**config.mk**
```make
export PLATFORM = sky130hd
export DESIGN_NAME = multicycle_controller
export DESIGN_NICKNAME = d
export VERILOG_FILES = /design/src/rtl/multicycle_pkg.sv /design/src/rtl/multicycle_controller_alu_decoder.sv /design/src/rtl/multicycle_controller.sv
export SDC_FILE = /design/constraint.sdc
export NUM_CORES = 1
export LEC_CHECK = 0
export BUFFER_PORTS_ARGS = -buffer_cell sky130_fd_sc_hd__buf_2
export CELL_PAD_IN_SITES_DETAIL_PLACEMENT = 1
export CELL_PAD_IN_SITES_GLOBAL_PLACEMENT = 1
export CORE_MARGIN = 10
export CORE_UTILIZATION = 34
export DETAILED_ROUTE_END_ITERATION = 8
export GPL_TIMING_DRIVEN = 0
export PLACE_DENSITY_LB_ADDON = 0.3
export SLEW_MARGIN = 20
export SYNTH_ARGS = -nofsm -noshare
export SYNTH_HDL_FRONTEND = slang
export SYNTH_SLANG_ARGS = --single-unit
```
**constraint.sdc**
```tcl
create_clock -name clk -period 2.2 [get_ports clk]
set_clock_uncertainty 0.05 [all_clocks]
set_input_delay 0.11 -clock clk [delete_from_list [all_inputs] [get_ports clk]]
set_output_delay 0.11 -clock clk [all_outputs]
set_load 0.005 [all_outputs]
```
**src/rtl/multicycle_pkg.sv**
```systemverilog
// -----------------------------------------------------------------------------
// multicycle_pkg
//   Shared types and encodings for the multi-cycle RV32I control unit:
//   FSM state enum, major opcodes, branch funct3 codes and the encodings of
//   the datapath mux/ALU/immediate control fields.
// -----------------------------------------------------------------------------
package multicycle_pkg;

  typedef enum logic [3:0] {
    S_FETCH, S_DECODE, S_MEMADR, S_MEMREAD, S_MEMWB, S_MEMWRITE, S_EXEC_R,
    S_EXEC_I, S_ALU_WB, S_BRANCH, S_JAL, S_JALR, S_LINK, S_LUI, S_ERROR
  } state_e;

  localparam logic [6:0] OP_LOAD   = 7'b0000011;
  localparam logic [6:0] OP_STORE  = 7'b0100011;
  localparam logic [6:0] OP_R      = 7'b0110011;
  localparam logic [6:0] OP_I      = 7'b0010011;
  localparam logic [6:0] OP_BRANCH = 7'b1100011;
  localparam logic [6:0] OP_JAL    = 7'b1101111;
  localparam logic [6:0] OP_JALR   = 7'b1100111;
  localparam logic [6:0] OP_LUI    = 7'b0110111;

  localparam logic [2:0] F3_BEQ = 3'b000;
  localparam logic [2:0] F3_BNE = 3'b001;
  localparam logic [2:0] F3_BLT = 3'b100;
  localparam logic [2:0] F3_BGE = 3'b101;

  localparam logic [2:0] ALU_ADD    = 3'b000;
  localparam logic [2:0] ALU_SUB    = 3'b001;
  localparam logic [2:0] ALU_AND    = 3'b010;
  localparam logic [2:0] ALU_OR     = 3'b011;
  localparam logic [2:0] ALU_XOR    = 3'b100;
  localparam logic [2:0] ALU_SLT    = 3'b101;
  localparam logic [2:0] ALU_PASS_B = 3'b111;

  localparam logic [2:0] IMM_I = 3'b000;
  localparam logic [2:0] IMM_S = 3'b001;
  localparam logic [2:0] IMM_B = 3'b010;
  localparam logic [2:0] IMM_J = 3'b011;
  localparam logic [2:0] IMM_U = 3'b100;

  localparam logic [1:0] RES_ALUOUT    = 2'b00;
  localparam logic [1:0] RES_DATA      = 2'b01;
  localparam logic [1:0] RES_ALURESULT = 2'b10;

  localparam logic [1:0] SRCA_PC    = 2'b00;
  localparam logic [1:0] SRCA_OLDPC = 2'b01;
  localparam logic [1:0] SRCA_RS1   = 2'b10;

  localparam logic [1:0] SRCB_RS2  = 2'b00;
  localparam logic [1:0] SRCB_IMM  = 2'b01;
  localparam logic [1:0] SRCB_FOUR = 2'b10;

  // beq is always implemented; bne/blt/bge only when the extension is enabled.
  function automatic logic branch_legal(input logic [2:0] f3, input logic ext);
    return (f3 == F3_BEQ) ||
           (ext && ((f3 == F3_BNE) || (f3 == F3_BLT) || (f3 == F3_BGE)));
  endfunction

endpackage

```
**src/rtl/multicycle_controller_alu_decoder.sv**
```systemverilog
// -----------------------------------------------------------------------------
// alu_decoder
//   Combinational ALU operation decode for R-type and I-type ALU instructions.
//   Ports:
//     op_i          instr[6:0]
//     funct3_i      instr[14:12]
//     funct7b5_i    instr[30]
//     alu_control_o ALU operation select
//     legal_o       funct3 names an implemented ALU operation
// -----------------------------------------------------------------------------
module alu_decoder
  import multicycle_pkg::*;
(
  input  logic [6:0] op_i,
  input  logic [2:0] funct3_i,
  input  logic       funct7b5_i,
  output logic [2:0] alu_control_o,
  output logic       legal_o
);

  // NOTE: every output gets a default before the case so no latch is inferred.
  always_comb begin
    alu_control_o = ALU_ADD;
    legal_o       = 1'b1;
    case (funct3_i)
      // For addi, instr[30] is an immediate bit, so only R-type may subtract.
      3'b000:  alu_control_o = (op_i == OP_R && funct7b5_i) ? ALU_SUB : ALU_ADD;
      3'b100:  alu_control_o = ALU_XOR;
      3'b110:  alu_control_o = ALU_OR;
      3'b111:  alu_control_o = ALU_AND;
      3'b010:  alu_control_o = ALU_SLT;
      default: legal_o       = 1'b0;
    endcase
  end

endmodule

```
**src/rtl/multicycle_controller.sv**
```systemverilog
// -----------------------------------------------------------------------------
// multicycle_controller
//   Moore control FSM for the multi-cycle RV32I core (unified memory, shared
//   ALU). Memory states dwell MEM_LATENCY cycles; illegal opcodes trap into a
//   sticky ERROR state that only reset leaves.
//   Ports:
//     clk, rst                  clock, synchronous active-high reset
//     op, funct3, funct7b5      instruction fields from IR
//     zero, lt                  ALU flags used in BRANCH
//     pc_write, adr_src, ir_write, mem_write, reg_write   datapath enables/muxes
//     result_src, alu_src_a, alu_src_b, alu_control, imm_src   datapath selects
//     illegal                   high while trapped
//     instr_done                pulse on an instruction's final cycle
// -----------------------------------------------------------------------------
module multicycle_controller
  import multicycle_pkg::*;
#(
  parameter int MEM_LATENCY   = 3,
  parameter bit EN_BRANCH_EXT = 1'b1
) (
  input  logic       clk,
  input  logic       rst,
  input  logic [6:0] op,
  input  logic [2:0] funct3,
  input  logic       funct7b5,
  input  logic       zero,
  input  logic       lt,
  output logic       pc_write,
  output logic       adr_src,
  output logic       ir_write,
  output logic       mem_write,
  output logic       reg_write,
  output logic [1:0] result_src,
  output logic [1:0] alu_src_a,
  output logic [1:0] alu_src_b,
  output logic [2:0] alu_control,
  output logic [2:0] imm_src,
  output logic       illegal,
  output logic       instr_done
);

  localparam int             CW       = (MEM_LATENCY > 1) ? $clog2(MEM_LATENCY) : 1;
  localparam logic [CW-1:0]  CNT_LAST = CW'(MEM_LATENCY - 1);

  state_e        state_q, state_d;
  logic [CW-1:0] cnt_q, cnt_d;
  logic          mem_wait, last, alu_legal, taken;
  logic [2:0]    alu_dec;

  alu_decoder u_alu_decoder (
    .op_i          (op),
    .funct3_i      (funct3),
    .funct7b5_i    (funct7b5),
    .alu_control_o (alu_dec),
    .legal_o       (alu_legal)
  );

  // Single-cycle states are always on their last cycle.
  assign mem_wait = state_q inside {S_FETCH, S_MEMREAD, S_MEMWRITE};
  assign last     = !mem_wait || (cnt_q == CNT_LAST);

  always_comb begin
    case (funct3)
      F3_BEQ:  taken = zero;
      F3_BNE:  taken = !zero;
      F3_BLT:  taken = lt;
      F3_BGE:  taken = !lt;
      default: taken = 1'b0;
    endcase
  end

  always_comb begin
    state_d = state_q;
    case (state_q)
      S_FETCH:    if (last) state_d = S_DECODE;
      S_DECODE: begin
        case (op)
          OP_LOAD, OP_STORE: state_d = S_MEMADR;
          OP_R:      state_d = alu_legal ? S_EXEC_R : S_ERROR;
          OP_I:      state_d = alu_legal ? S_EXEC_I : S_ERROR;
          OP_BRANCH: state_d = branch_legal(funct3, EN_BRANCH_EXT) ? S_BRANCH : S_ERROR;
          OP_JAL:    state_d = S_JAL;
          OP_JALR:   state_d = S_JALR;
          OP_LUI:    state_d = S_LUI;
          default:   state_d = S_ERROR;
        endcase
      end
      S_MEMADR:   state_d = (op == OP_LOAD) ? S_MEMREAD : S_MEMWRITE;
      S_MEMREAD:  if (last) state_d = S_MEMWB;
      S_MEMWRITE: if (last) state_d = S_FETCH;
      S_EXEC_R, S_EXEC_I, S_JAL: state_d = S_ALU_WB;
      S_JALR:     state_d = S_LINK;
      S_MEMWB, S_ALU_WB, S_BRANCH, S_LINK, S_LUI: state_d = S_FETCH;
      default:    state_d = S_ERROR;  // S_ERROR is sticky; unused encodings trap too
    endcase
    // A dwell state only ever leaves on its last count, so clearing whenever
    // the dwell is not continuing also clears on every state change.
    cnt_d = (mem_wait && !last) ? cnt_q + 1'b1 : '0;
  end

  // NOTE: sequential state uses non-blocking assignments so every register
  // samples pre-edge values, independent of statement order.
  always_ff @(posedge clk) begin
    if (rst) begin
      state_q <= S_FETCH;
      cnt_q   <= '0;
    end else begin
      state_q <= state_d;
      cnt_q   <= cnt_d;
    end
  end

  always_comb begin
    pc_write    = 1'b0;
    adr_src     = 1'b0;
    ir_write    = 1'b0;
    mem_write   = 1'b0;
    reg_write   = 1'b0;
    result_src  = RES_ALUOUT;
    alu_src_a   = SRCA_PC;
    alu_src_b   = SRCB_RS2;
    alu_control = ALU_ADD;
    imm_src     = IMM_I;
    illegal     = 1'b0;
    instr_done  = 1'b0;
    case (state_q)
      S_FETCH: begin
        alu_src_b  = SRCB_FOUR;
        result_src = RES_ALURESULT;
        ir_write   = last;
        pc_write   = last;
      end
      S_DECODE: begin
        alu_src_a = SRCA_OLDPC;
        alu_src_b = SRCB_IMM;
        case (op)
          OP_STORE:  imm_src = IMM_S;
          OP_BRANCH: imm_src = IMM_B;
          OP_JAL:    imm_src = IMM_J;
          OP_LUI:    imm_src = IMM_U;
          default:   imm_src = IMM_I;
        endcase
      end
      S_MEMADR: begin
        alu_src_a = SRCA_RS1;
        alu_src_b = SRCB_IMM;
        imm_src   = (op == OP_STORE) ? IMM_S : IMM_I;
      end
      S_MEMREAD:  adr_src = 1'b1;
      S_MEMWB: begin
        result_src = RES_DATA;
        reg_write  = 1'b1;
        instr_done = 1'b1;
      end
      S_MEMWRITE: begin
        adr_src    = 1'b1;
        mem_write  = last;
        instr_done = last;
      end
      S_EXEC_R: begin
        alu_src_a   = SRCA_RS1;
        alu_control = alu_dec;
      end
      S_EXEC_I: begin
        alu_src_a   = SRCA_RS1;
        alu_src_b   = SRCB_IMM;
        alu_control = alu_dec;
      end
      S_ALU_WB: begin
        reg_write  = 1'b1;
        instr_done = 1'b1;
      end
      S_BRANCH: begin
        alu_src_a   = SRCA_RS1;
        alu_control = ALU_SUB;
        pc_write    = taken;
        instr_done  = 1'b1;
      end
      S_JAL: begin
        alu_src_a = SRCA_OLDPC;
        alu_src_b = SRCB_FOUR;
        pc_write  = 1'b1;
      end
      S_JALR: begin
        alu_src_a  = SRCA_RS1;
        alu_src_b  = SRCB_IMM;
        result_src = RES_ALURESULT;
        pc_write   = 1'b1;
      end
      S_LINK: begin
        alu_src_a  = SRCA_OLDPC;
        alu_src_b  = SRCB_FOUR;
        result_src = RES_ALURESULT;
        reg_write  = 1'b1;
        instr_done = 1'b1;
      end
      S_LUI: begin
        alu_src_b   = SRCB_IMM;
        imm_src     = IMM_U;
        alu_control = ALU_PASS_B;
        result_src  = RES_ALURESULT;
        reg_write   = 1'b1;
        instr_done  = 1'b1;
      end
      S_ERROR:  illegal = 1'b1;
      default:  illegal = 1'b1;
    endcase
    // The reset cycle must never commit architectural state.
    if (rst) begin
      pc_write   = 1'b0;
      ir_write   = 1'b0;
      mem_write  = 1'b0;
      reg_write  = 1'b0;
      illegal    = 1'b0;
      instr_done = 1'b0;
    end
  end

endmodule

```
## Word level (Yosys, flattened, before mapping)

Index checks and enable logic that the tools add are counted.

- Add/sub/neg operators: 1
- Equal/unequal tests: 31
- Multiplexer cells: 33
- Bitwise logic cells: 1
- Reductions and logical operators: 29

Operator list:

| cell | count |
|---|---|
| one-hot mux 4 bit (8 select lines) | 1 |
| one-hot mux 4 bit (7 select lines) | 1 |
| equality test 4 bit (second input constant) | 6 |
| equality test 7 x 6 -> 1 bit (second input constant) | 3 |
| equality test 7 bit (second input constant) | 3 |
| 2-to-1 mux 4 bit | 5 |
| OR reduction 5 bit | 4 |
| one-hot mux 3 bit (3 select lines) | 2 |
| equality test 4 x 3 -> 1 bit (second input constant) | 4 |
| one-hot mux 3 bit (5 select lines) | 1 |
| 2-to-1 mux 1 bit | 14 |
| OR reduction 14 bit | 1 |
| equality test 3 bit (second input constant) | 4 |
| one-hot mux 2 bit (2 select lines) | 3 |
| one-hot mux 3 bit (4 select lines) | 1 |
| OR reduction 2 bit | 5 |
| OR reduction 3 bit | 3 |
| equality test 4 x 2 -> 1 bit (second input constant) | 2 |
| OR reduction 4 bit | 2 |
| equality test 7 x 2 -> 1 bit (second input constant) | 1 |
| equality test 7 x 5 -> 1 bit (second input constant) | 1 |
| 2-to-1 mux 3 bit | 2 |
| != test 2 bit (second input constant) | 3 |
| equality test 4 x 1 -> 1 bit (second input constant) | 1 |
| other kinds (15) | 22 |

- Register bits: 6
- Output and inout port bits: 19
- Logic and storage cells: 97

## Longest topological paths before layout

Gate-level depths: netlist of run 1.

- Word-level depth: 8
- Gate-level depth with buffers: 7

## By module

A second synthesis of run 1 with hierarchy kept.

- Cells, all modules: 143
- Area, all modules: 963.4 um2

By module, submodules not included:

| module | times used | cells each | area an instance (um2) | seq. area each (um2) |
|---|---|---|---|---|
| multicycle_controller | 1 | 134 | 900.9 | 120.1 |
| alu_decoder | 1 | 9 | 62.6 | 0.0 |

## Worst setup path after synthesis of run 1

Ideal clock, no wire load.

- Kind: flip-flop to flip-flop
- From: register cnt_q[0]
- To: register state_q[2]
- Library setup time: 117 ps
- Arrival time: 1535 ps
- Setup slack: 498 ps
- Stages on the path, launching flop included: 8
- Path through: dfxtp_1 inv_1 ha_1 nor2_1 a22o_1 a21o_1 or3_1 a22o_1

- Cells in the longest elaborated chain, start to end: 4
- Elaborated cells on any way between the ends: 6

RTL lines:

| item | RTL line | source |
|---|---|---|
| from (decl) | multicycle_controller.sv:46 | `logic [CW-1:0] cnt_q, cnt_d;` |
| from (signal assigned) | multicycle_controller.sv:109 | `cnt_q <= cnt_d;` |
| equality test 2 bit * | multicycle_controller.sv:60 | `assign last = !mem_wait \|\| (cnt_q == CNT_LAST);` |
| logical OR 1 bit * | multicycle_controller.sv:60 |  |
| != test 2 bit (no line) | - |  |
| AND reduction 3 bit (no line) * | - |  |
| to (signal assigned) | multicycle_controller.sv:108 | `state_q <= state_d;` |
| to (decl) | multicycle_controller.sv:45 | `state_e state_q, state_d;` |

Mark *: on every way between the ends. The rest lies on a longest branch, timed or not.
A chain may end at the register's enable or synchronous reset.

## Worst setup path after layout of run 1

- From: register state_q[3]
- To: output illegal

- Cells in the longest elaborated chain, start to end: 4
- Elaborated cells on any way between the ends: 17

RTL lines:

| item | RTL line | source |
|---|---|---|
| equality test 4 x 2 -> 1 bit (tied with other cells) | multicycle_controller.sv:126 | `case (state_q)` |
| OR reduction 14 bit (no line) * | - |  |
| 2-to-1 mux 1 bit * | multicycle_controller.sv:126 |  |
| 2-to-1 mux 1 bit * | multicycle_controller.sv:209 | `if (rst) begin` |
| to (decl) | multicycle_controller.sv:38 | `output logic illegal,` |

Marked as above.

==> results_tabular.tex, run 1 <==
\begin{tabular}{lr}
\hline
Metric & Value \\
\hline
\multicolumn{2}{l}{\textbf{Finish}} \\
\quad Layout cells sized above 1 & 0.286 \\
\quad Filler cell count & 380 \\
\quad Number of nets in the layout & 186 \\
\quad Area delta synth->final & 23.5\% \\
\quad Multi-input gate area in the final layout & 747 um\^{}2 \\
\quad Number of diodes added for antenna fixing & 0 \\
\quad Sequential standard cell area & 120 um\^{}2 \\
\multicolumn{2}{l}{\textbf{Logic synthesis}} \\
\quad Mean instance size in the synthesized netlist & 7.11 um\^{}2 \\
\quad Largest cells by area after synthesis & dfxtp\_1 13\%, a21oi\_1 5.3\%, nor2b\_1 4.6\%, nand2\_1 4.4\%, nor2\_1 4.4\% \\
\quad Syn Nets & 149 \\
\quad Commonest cells in the netlist & 11 x nand2\_1, 11 x nor2\_1, 10 x a21oi\_1 \\
\quad Count of unique library cells instantiated by Yosys & 52 \\
\quad Flip-flop and latch count after synthesis & 6 \\
\quad Cell count after synthesis & 133 \\
\quad Cell area after synthesis & 946 um\^{}2 \\
\quad Most area-hungry cell type in the Yosys netlist & dfxtp\_1 \\
\quad Proportion of register bits with asynchronous set or reset after synthesis & 0 \\
\quad Number of enable-type register cells in the synthesized netlist & 0 \\
\quad Register area share after synthesis & 0.127 \\
\quad Flip-flop cell with the highest count after synthesis & dfxtp\_1 \\
\quad Number of synthesis warnings & 0 \\
\quad Share of the synthesized area in the top cell type & 0.127 \\
\multicolumn{2}{l}{\textbf{Route}} \\
\quad Remaining antenna violation count after routing & 0 \\
\quad DRC violation count after routing & 0 \\
\quad Drt total wl & 3250 um \\
\quad First-iteration detailed-routing DRC count & 51 \\
\quad Number of iterations in the first detailed-routing pass & 4 \\
\quad Average vias per placed instance & 5.73 \\
\quad Number of vias in the routed layout & 1140 \\
\quad Detail-routed net length per standard cell & 16.3 um \\
\multicolumn{2}{l}{\textbf{Setup path}} \\
\quad Arrival time reported for the critical path endpoint & 1.78 ns \\
\quad FF-to-FF setup slack & 0.29 ns \\
\quad Worst Path Buf+Inv & 3 \\
\quad Library cell contributing the largest single delay on the critical path & clkbuf\_1 \\
\quad Critical Path Fanout Max & 10 \\
\quad Maximum cell stage delay along the critical path & 0.39 ns \\
\quad R2r endpoint & state\_q[2] \\
\quad Total stage count of the critical path & 5 \\
\quad Setup CP Type & register to output port \\
\quad Element type at the critical path start & register \\
\quad Setup crit end kind & output port \\
\quad Worst EP required & 2.04 ns \\
\quad Reg-to-Reg Start & cnt\_q[0] \\
\quad CP cell instances & clkbuf\_1 -> clkbuf\_2 -> nand2\_1 -> nor3b\_1 -> buf\_2 \\
\quad Crit path max-delay family & buffers and inverters \\
\quad Worst r2r path cells & 7 \\
\multicolumn{2}{l}{\textbf{STA}} \\
\quad Worst slew slack as a fraction of its limit & 0.681 \\
\quad Total setup violations reported at the end of the flow & 0 \\
\quad Shortest clock period the worst path allows after layout & 1.94 ns \\
\quad Total Negative Setup Slacks & 0 ns \\
\quad Setup repair after global routing missed its margin & no \\
\quad Final hold violations & 0 \\
\quad Peak clock frequency supported by timing & 515 MHz \\
\quad Final count of pins violating max slew & 0 \\
\quad Transition time of the tightest slew-check pin & 0.478 ns \\
\quad Fin crit share & 0.883 \\
\multicolumn{2}{l}{\textbf{CTS}} \\
\quad CTS clock-pin slew for the worst setup and hold paths & 0.05 ns \\
\quad Htree depth & 1 \\
\quad Sinks on Clock Net & 6 \\
\quad Clock latency of the later-clocked register in the worst-skew pair & 0.25 ns \\
\quad Maximum buffer depth of the clock tree & 2 \\
\quad Root Buffer & clkbuf\_4 \\
\quad Buffers inserted during post-CTS setup optimization & 0 \\
\quad Number of buffers added by the clock tree synthesis step & 3 \\
\quad CTS tree & done \\
\multicolumn{2}{l}{\textbf{Floorplanning}} \\
\quad Die extent in y & 72.7 um \\
\quad I/O pins & 34 \\
\quad Die footprint & 5290 um\^{}2 \\
\quad Rows & 19 \\
\quad Horizontal extent of the die & 72.7 um \\
\quad Effective utilization at floorplan & 0.349 \\
\quad Total core area & 2710 um\^{}2 \\
\multicolumn{2}{l}{\textbf{GRT}} \\
\quad First-pass GRT wire length & 5520 um \\
\quad Grt met1 use & 0.157 \\
\quad Routing layer with the top usage in global route & met2 \\
\quad Met3 usage & 0.0354 \\
\quad M2 GR Usage & 0.206 \\
\quad Number of antenna violations at the first check in global routing & 0 \\
\quad Number of global-route vias before repair & 1120 \\
\quad Largest net degree at the start of global routing & 11 \\
\quad GR Overflow Total & 0 \\
\quad All-layer global routing usage & 0.125 \\
\multicolumn{2}{l}{\textbf{Pwr}} \\
\quad Total Power Consumption & 1.04 mW \\
\quad Maximum resistive drop on vdd & 0.530 mV \\
\quad P\_leak & 0.535 nW \\
\quad Power density relative to cell area & 894 nW/um\^{}2 \\
\multicolumn{2}{l}{\textbf{Place}} \\
\quad Global placement routability congestion & 0.800 \\
\quad HPWL after detailed placement & 2660 um \\
\quad Port buffer count & 32 \\
\multicolumn{2}{l}{\textbf{Hold path}} \\
\quad Hold path startpoint & op[0] \\
\quad Hold depth & 3 \\
\quad Hold Crit Class & input pin to register \\
\quad Endpoint, Worst Hold & state\_q[0] \\
\multicolumn{2}{l}{\textbf{Job}} \\
\quad Max-cap viol count & 0 \\
\multicolumn{2}{l}{\textbf{Outcome}} \\
\quad Outcome & complete, no violations \\
\hline
\end{tabular}
metrics by stage:
step,cell area (um^2),instances,setup WS [ns],util,hold slack [ns]
6_report,1170,199,0.258,0.431,0.206
5_1_grt,1170,199,0.107,0.431,0.197
4_1_cts,1170,199,0.141,0.431,0.211
3_5_place_dp,1140,196,0.291,0.422,0.355
3_3_place_gp,1140,196,0.329,0.422,0.353
2_1_floorplan,946,133,0.498,-,0.264
where the power goes:
| part | internal (mW) | total (mW) | switching (mW) |
|---|---|---|---|
| sequential | 0.148 | 0.168 | 0.0196 |
| clock | 0.0619 | 0.104 | 0.0425 |
| combinational | 0.345 | 0.772 | 0.427 |
| total | 0.556 | 1.04 | 0.489 |
worst reg2reg max path: stages, from the launching register on:
cell     delay (ns)
dfxtp_1        0.30
inv_1          0.05
ha_1           0.35
nor2_1         0.12
a22o_1         0.21
a21o_1         0.18
or3_1          0.34
a22o_1         0.20
layer usage:
layer  wire [um]  part of all wire
met1        1480              0.45
met2        1560              0.48
met3         196             0.060
met4          17            0.0052
met5           0                 0
worst max-delay path by stage:
stage / from / end / slack, ns
after floorplan: cnt_q[0] / state_q[2] / 0.50
after global placement: cnt_q[0] / state_q[2] / 0.33
after detailed placement: cnt_q[0] / state_q[2] / 0.29
after CTS: state_q[3] / illegal / 0.14
after global routing: state_q[3] / illegal / 0.11
final: state_q[3] / illegal / 0.26
flip-flops by register name (all words and copies together), names as in the netlist:
register	flops
cnt_q	2
state_q	4
cell type report:
| type | instances | share of cell area |
|---|---|---|
| buffer | 12 | 0.0589 |
| timing repair buffer | 32 | 0.137 |
| tap | 31 | 0.0332 |
| sequential | 6 | 0.103 |
| multi-input combinational | 112 | 0.639 |
| clock buffer | 3 | 0.0193 |
| inverter | 3 | 0.00964 |
cell usage in the layout, fill, tap and decap left out, drive strengths merged, types with 3 or more instances in the layout:
master  count
xor2        3
o31ai       3
or3         3
nand3       3
nor4        3
o21ai       5
nand2b      5
nand2      11
clkbuf     11
nor2b       8
nor4b       3
dfxtp       6
inv         3
buf        36
a21oi      10
nor2       11
nor3        5
cell families (layout without fill, tap and decap cells):
kind of cell    after synthesis  after routing  synth area share
simple gates                 67             67             0.446
compound gates               36             36             0.250
buf+inv                      15             50            0.0833
flops                         6              6             0.127
xor+xnor                      5              5            0.0463
mux                           3              3            0.0344
fa+ha+maj                     1              1            0.0132
repair_timing:
action,4_1_cts,5_1_grt
hold buffers,0,0
setup endpoints to repair,0,1
resized for setup,0,2
hold endpoints to repair,0,0
Power figures use the tool's default switching activity.
==> inputs of run 2 (changes only) <==
- CORE_ASPECT_RATIO: not set -> 1.75
- SETUP_SLACK_MARGIN: not set -> 0.15
==> run 2 against run 1 <==
  * Total power rose by 7.9%
  * Clock power rose by 64%
  * Via count shrank 1.8%
  * Critical path depth is 2 higher
  * Cell area increased by 1.3%
  * Largest power group unchanged
  * Highest routed layer unchanged
==> results_tabular.tex, run 2 (synthesized netlist as in run 1, its figures left out) <==
\begin{tabular}{lr}
\hline
Metric & Value \\
\hline
\multicolumn{2}{l}{\textbf{Setup path}} \\
\quad Crit path max-delay family & compound AO/OA/AOI/OAI gates \\
\quad Worst r2r path cells & 7 (unchanged) \\
\quad Setup CP Type & register to register \\
\quad Reg-to-Reg Start & cnt\_q[0] \\
\quad Setup crit end kind & register \\
\quad CP cell instances & inv\_1 -> ha\_1 -> nor2\_1 -> a22o\_1 -> a21o\_1 -> or3\_1 -> a22o\_1 \\
\quad Critical Path Fanout Max & 9 (-1) \\
\quad Worst EP required & 2.27 ns (+0.23 ns) \\
\quad Arrival time reported for the critical path endpoint & 2.00 ns (+0.22 ns) \\
\quad Cell type with the highest occurrence count on the critical path & a22o\_1 \\
\quad Maximum cell stage delay along the critical path & 0.35 ns (-0.04 ns) \\
\quad Worst Path Buf+Inv & 1 (-2) \\
\quad R2r endpoint & state\_q[2] \\
\quad FF-to-FF setup slack & 0.27 ns (-0.02 ns) \\
\quad Element type at the critical path start & register \\
\quad Library cell contributing the largest single delay on the critical path & ha\_1 \\
\multicolumn{2}{l}{\textbf{CTS}} \\
\quad Sinks on Clock Net & 6 (unchanged) \\
\quad CTS tree & done \\
\quad Clock latency of the later-clocked register in the worst-skew pair & 0.23 ns (-0.02 ns) \\
\quad Number of buffers added by the clock tree synthesis step & 3 (unchanged) \\
\quad Htree depth & 1 (unchanged) \\
\quad Buffers inserted during post-CTS setup optimization & 0 (unchanged) \\
\quad Maximum buffer depth of the clock tree & 2 (unchanged) \\
\quad CTS clock-pin slew for the worst setup and hold paths & 0.04 ns (about the same) \\
\quad Root Buffer & clkbuf\_8 \\
\multicolumn{2}{l}{\textbf{Hold path}} \\
\quad Hold path startpoint & rst \\
\quad Hold depth & 4 (+1) \\
\quad Endpoint, Worst Hold & state\_q[0] \\
\quad Hold Crit Class & input pin to register \\
\multicolumn{2}{l}{\textbf{Finish}} \\
\quad Largest registers & state\_q: 4 flops, cnt\_q: 2 flops \\
\quad Area delta synth->final & 25.1\% \\
\quad Number of flip-flops in the largest register & 4 (unchanged) \\
\quad Sequential standard cell area & 120 um\^{}2 (unchanged) \\
\quad Multi-input gate area in the final layout & 747 um\^{}2 (unchanged) \\
\quad Number of diodes added for antenna fixing & 0 (unchanged) \\
\quad Most common cell after layout, fill and taps aside & buf\_2 \\
\quad Number of nets in the layout & 186 (unchanged) \\
\quad Commonest cells after routing, fill and taps aside & 32 x buf\_2, 11 x nand2\_1, 11 x nor2\_1 \\
\quad Register with the most flip-flops & state\_q \\
\quad Final standard cell count with taps included and fillers excluded & 195 (-2.0\%) \\
\quad Layout cells sized above 1 & 0.292 (+0.00595) \\
\quad Filler cell count & 360 (-5.3\%) \\
\multicolumn{2}{l}{\textbf{STA}} \\
\quad Total Negative Setup Slacks & 0 ns (unchanged) \\
\quad Transition time of the tightest slew-check pin & 0.540 ns (+0.0621 ns) \\
\quad Final count of pins violating max slew & 0 (unchanged) \\
\quad Fin worst setup slack & 0.271 ns (+0.0133 ns) \\
\quad Peak clock frequency supported by timing & 518 MHz (+0.69\%) \\
\quad Setup repair after global routing missed its margin & no \\
\quad Worst slew slack as a fraction of its limit & 0.635 (-0.0461) \\
\quad Final hold violations & 0 (unchanged) \\
\quad Fin crit share & 0.877 (-0.00603) \\
\quad Total setup violations reported at the end of the flow & 0 (unchanged) \\
\quad Shortest clock period the worst path allows after layout & 1.93 ns (-0.0133 ns) \\
\multicolumn{2}{l}{\textbf{Floorplanning}} \\
\quad Die footprint & 5370 um\^{}2 (+1.6\%) \\
\quad Horizontal extent of the die & 59.9 um (-18\%) \\
\quad Rows & 25 (+6) \\
\quad Die extent in y & 89.8 um (+23\%) \\
\quad Total core area & 2690 um\^{}2 (-0.74\%) \\
\quad Effective utilization at floorplan & 0.352 (+0.00260) \\
\quad I/O pins & 34 (unchanged) \\
\multicolumn{2}{l}{\textbf{Route}} \\
\quad Detail-routed net length per standard cell & 17.3 um (+5.9\%) \\
\quad Remaining antenna violation count after routing & 0 (unchanged) \\
\quad Number of iterations in the first detailed-routing pass & 4 (unchanged) \\
\quad Drt total wl & 3370 um (+3.8\%) \\
\quad DRC violation count after routing & 0 (unchanged) \\
\quad Average vias per placed instance & 5.74 (+0.26\%) \\
\quad Number of vias in the routed layout & 1120 (-1.8\%) \\
\quad First-iteration detailed-routing DRC count & 10 (-80\%) \\
\multicolumn{2}{l}{\textbf{Place}} \\
\quad Port buffer count & 32 (unchanged) \\
\quad Worst slack, placed & 0.296 ns (+0.00579 ns) \\
\quad Global placement routability congestion & 0.855 (+6.8\%) \\
\quad Placed cells & 192 (-2.0\%) \\
\quad HPWL after detailed placement & 2750 um (+3.3\%) \\
\multicolumn{2}{l}{\textbf{GRT}} \\
\quad Number of antenna violations at the first check in global routing & 0 (unchanged) \\
\quad All-layer global routing usage & 0.130 (+0.00482) \\
\quad GR Overflow Total & 0 (unchanged) \\
\quad Number of global-route vias before repair & 1202 (+7.3\%) \\
\quad First-pass GRT wire length & 5770 um (+4.5\%) \\
\quad Largest net degree at the start of global routing & 11 (unchanged) \\
\multicolumn{2}{l}{\textbf{Job}} \\
\quad Max-cap viol count & 0 (unchanged) \\
\multicolumn{2}{l}{\textbf{Outcome}} \\
\quad Outcome & complete, no violations \\
\multicolumn{2}{l}{\textbf{Pwr}} \\
\quad Power density relative to cell area & 952 nW/um\^{}2 (+6.6\%) \\
\quad Total Power Consumption & 1.13 mW (+7.9\%) \\
\quad P\_leak & 0.546 nW (+2.1\%) \\
\quad Maximum resistive drop on vdd & 0.217 mV (-59\%) \\
\hline
\end{tabular}
## run 2: layer usage
metal	GRT usage	wire, um
met2	0.228	1860
met3	0.0282	117
met1	0.129	1260
met4	0.0752	136
met5	0	0
## run 2: tightest hold or removal path, stage by stage
cell	delay, ns
buf_2	0.11
nor2_1	0.05
o211ai_1	0.07
o41ai_1	0.12
## run 2: through the flow
step	instance area, um^2	hold WS, ns	utilization
2_1_floorplan	946	0.264	-
3_3_place_gp	1140	0.351	0.424
5_1_grt	1180	0.276	0.440
6_report	1180	0.260	0.440
3_5_place_dp	1140	0.367	0.424
4_1_cts	1180	0.251	0.439
## run 2: worst max path at each step
stage                    start         end  cells past startpoint  slack (ns)
detailed placement    cnt_q[0]  state_q[2]                      7        0.30
finish                cnt_q[0]  state_q[2]                      7        0.27
global placement      cnt_q[0]  state_q[2]                      7        0.35
floorplan             cnt_q[0]  state_q[2]                      7        0.50
CTS                 state_q[3]    pc_write                      5        0.18
global route          cnt_q[0]  state_q[2]                      7        0.16
## run 2: report_power, final
group | leakage (nW) | internal [mW] | total [mW] | switching [mW]
clock network | 0.0216 | 0.118 | 0.171 | 0.0530
registers | 0.0492 | 0.149 | 0.168 | 0.0193
logic | 0.475 | 0.345 | 0.788 | 0.443
## run 2: timing repair
action	CTS	global route
hold buffers	0	0
resized for setup	0	4
endpoints found under the setup margin	0	10
## run 2: area by class of cell
| cell class | count | area share |
|---|---|---|
| clock buffer | 3 | 0.0349 |
| buffer | 12 | 0.0592 |
| multi-input combinational | 112 | 0.631 |
| tap | 27 | 0.0285 |
| timing repair buffer | 32 | 0.135 |
| sequential | 6 | 0.101 |
| inverter | 3 | 0.00951 |
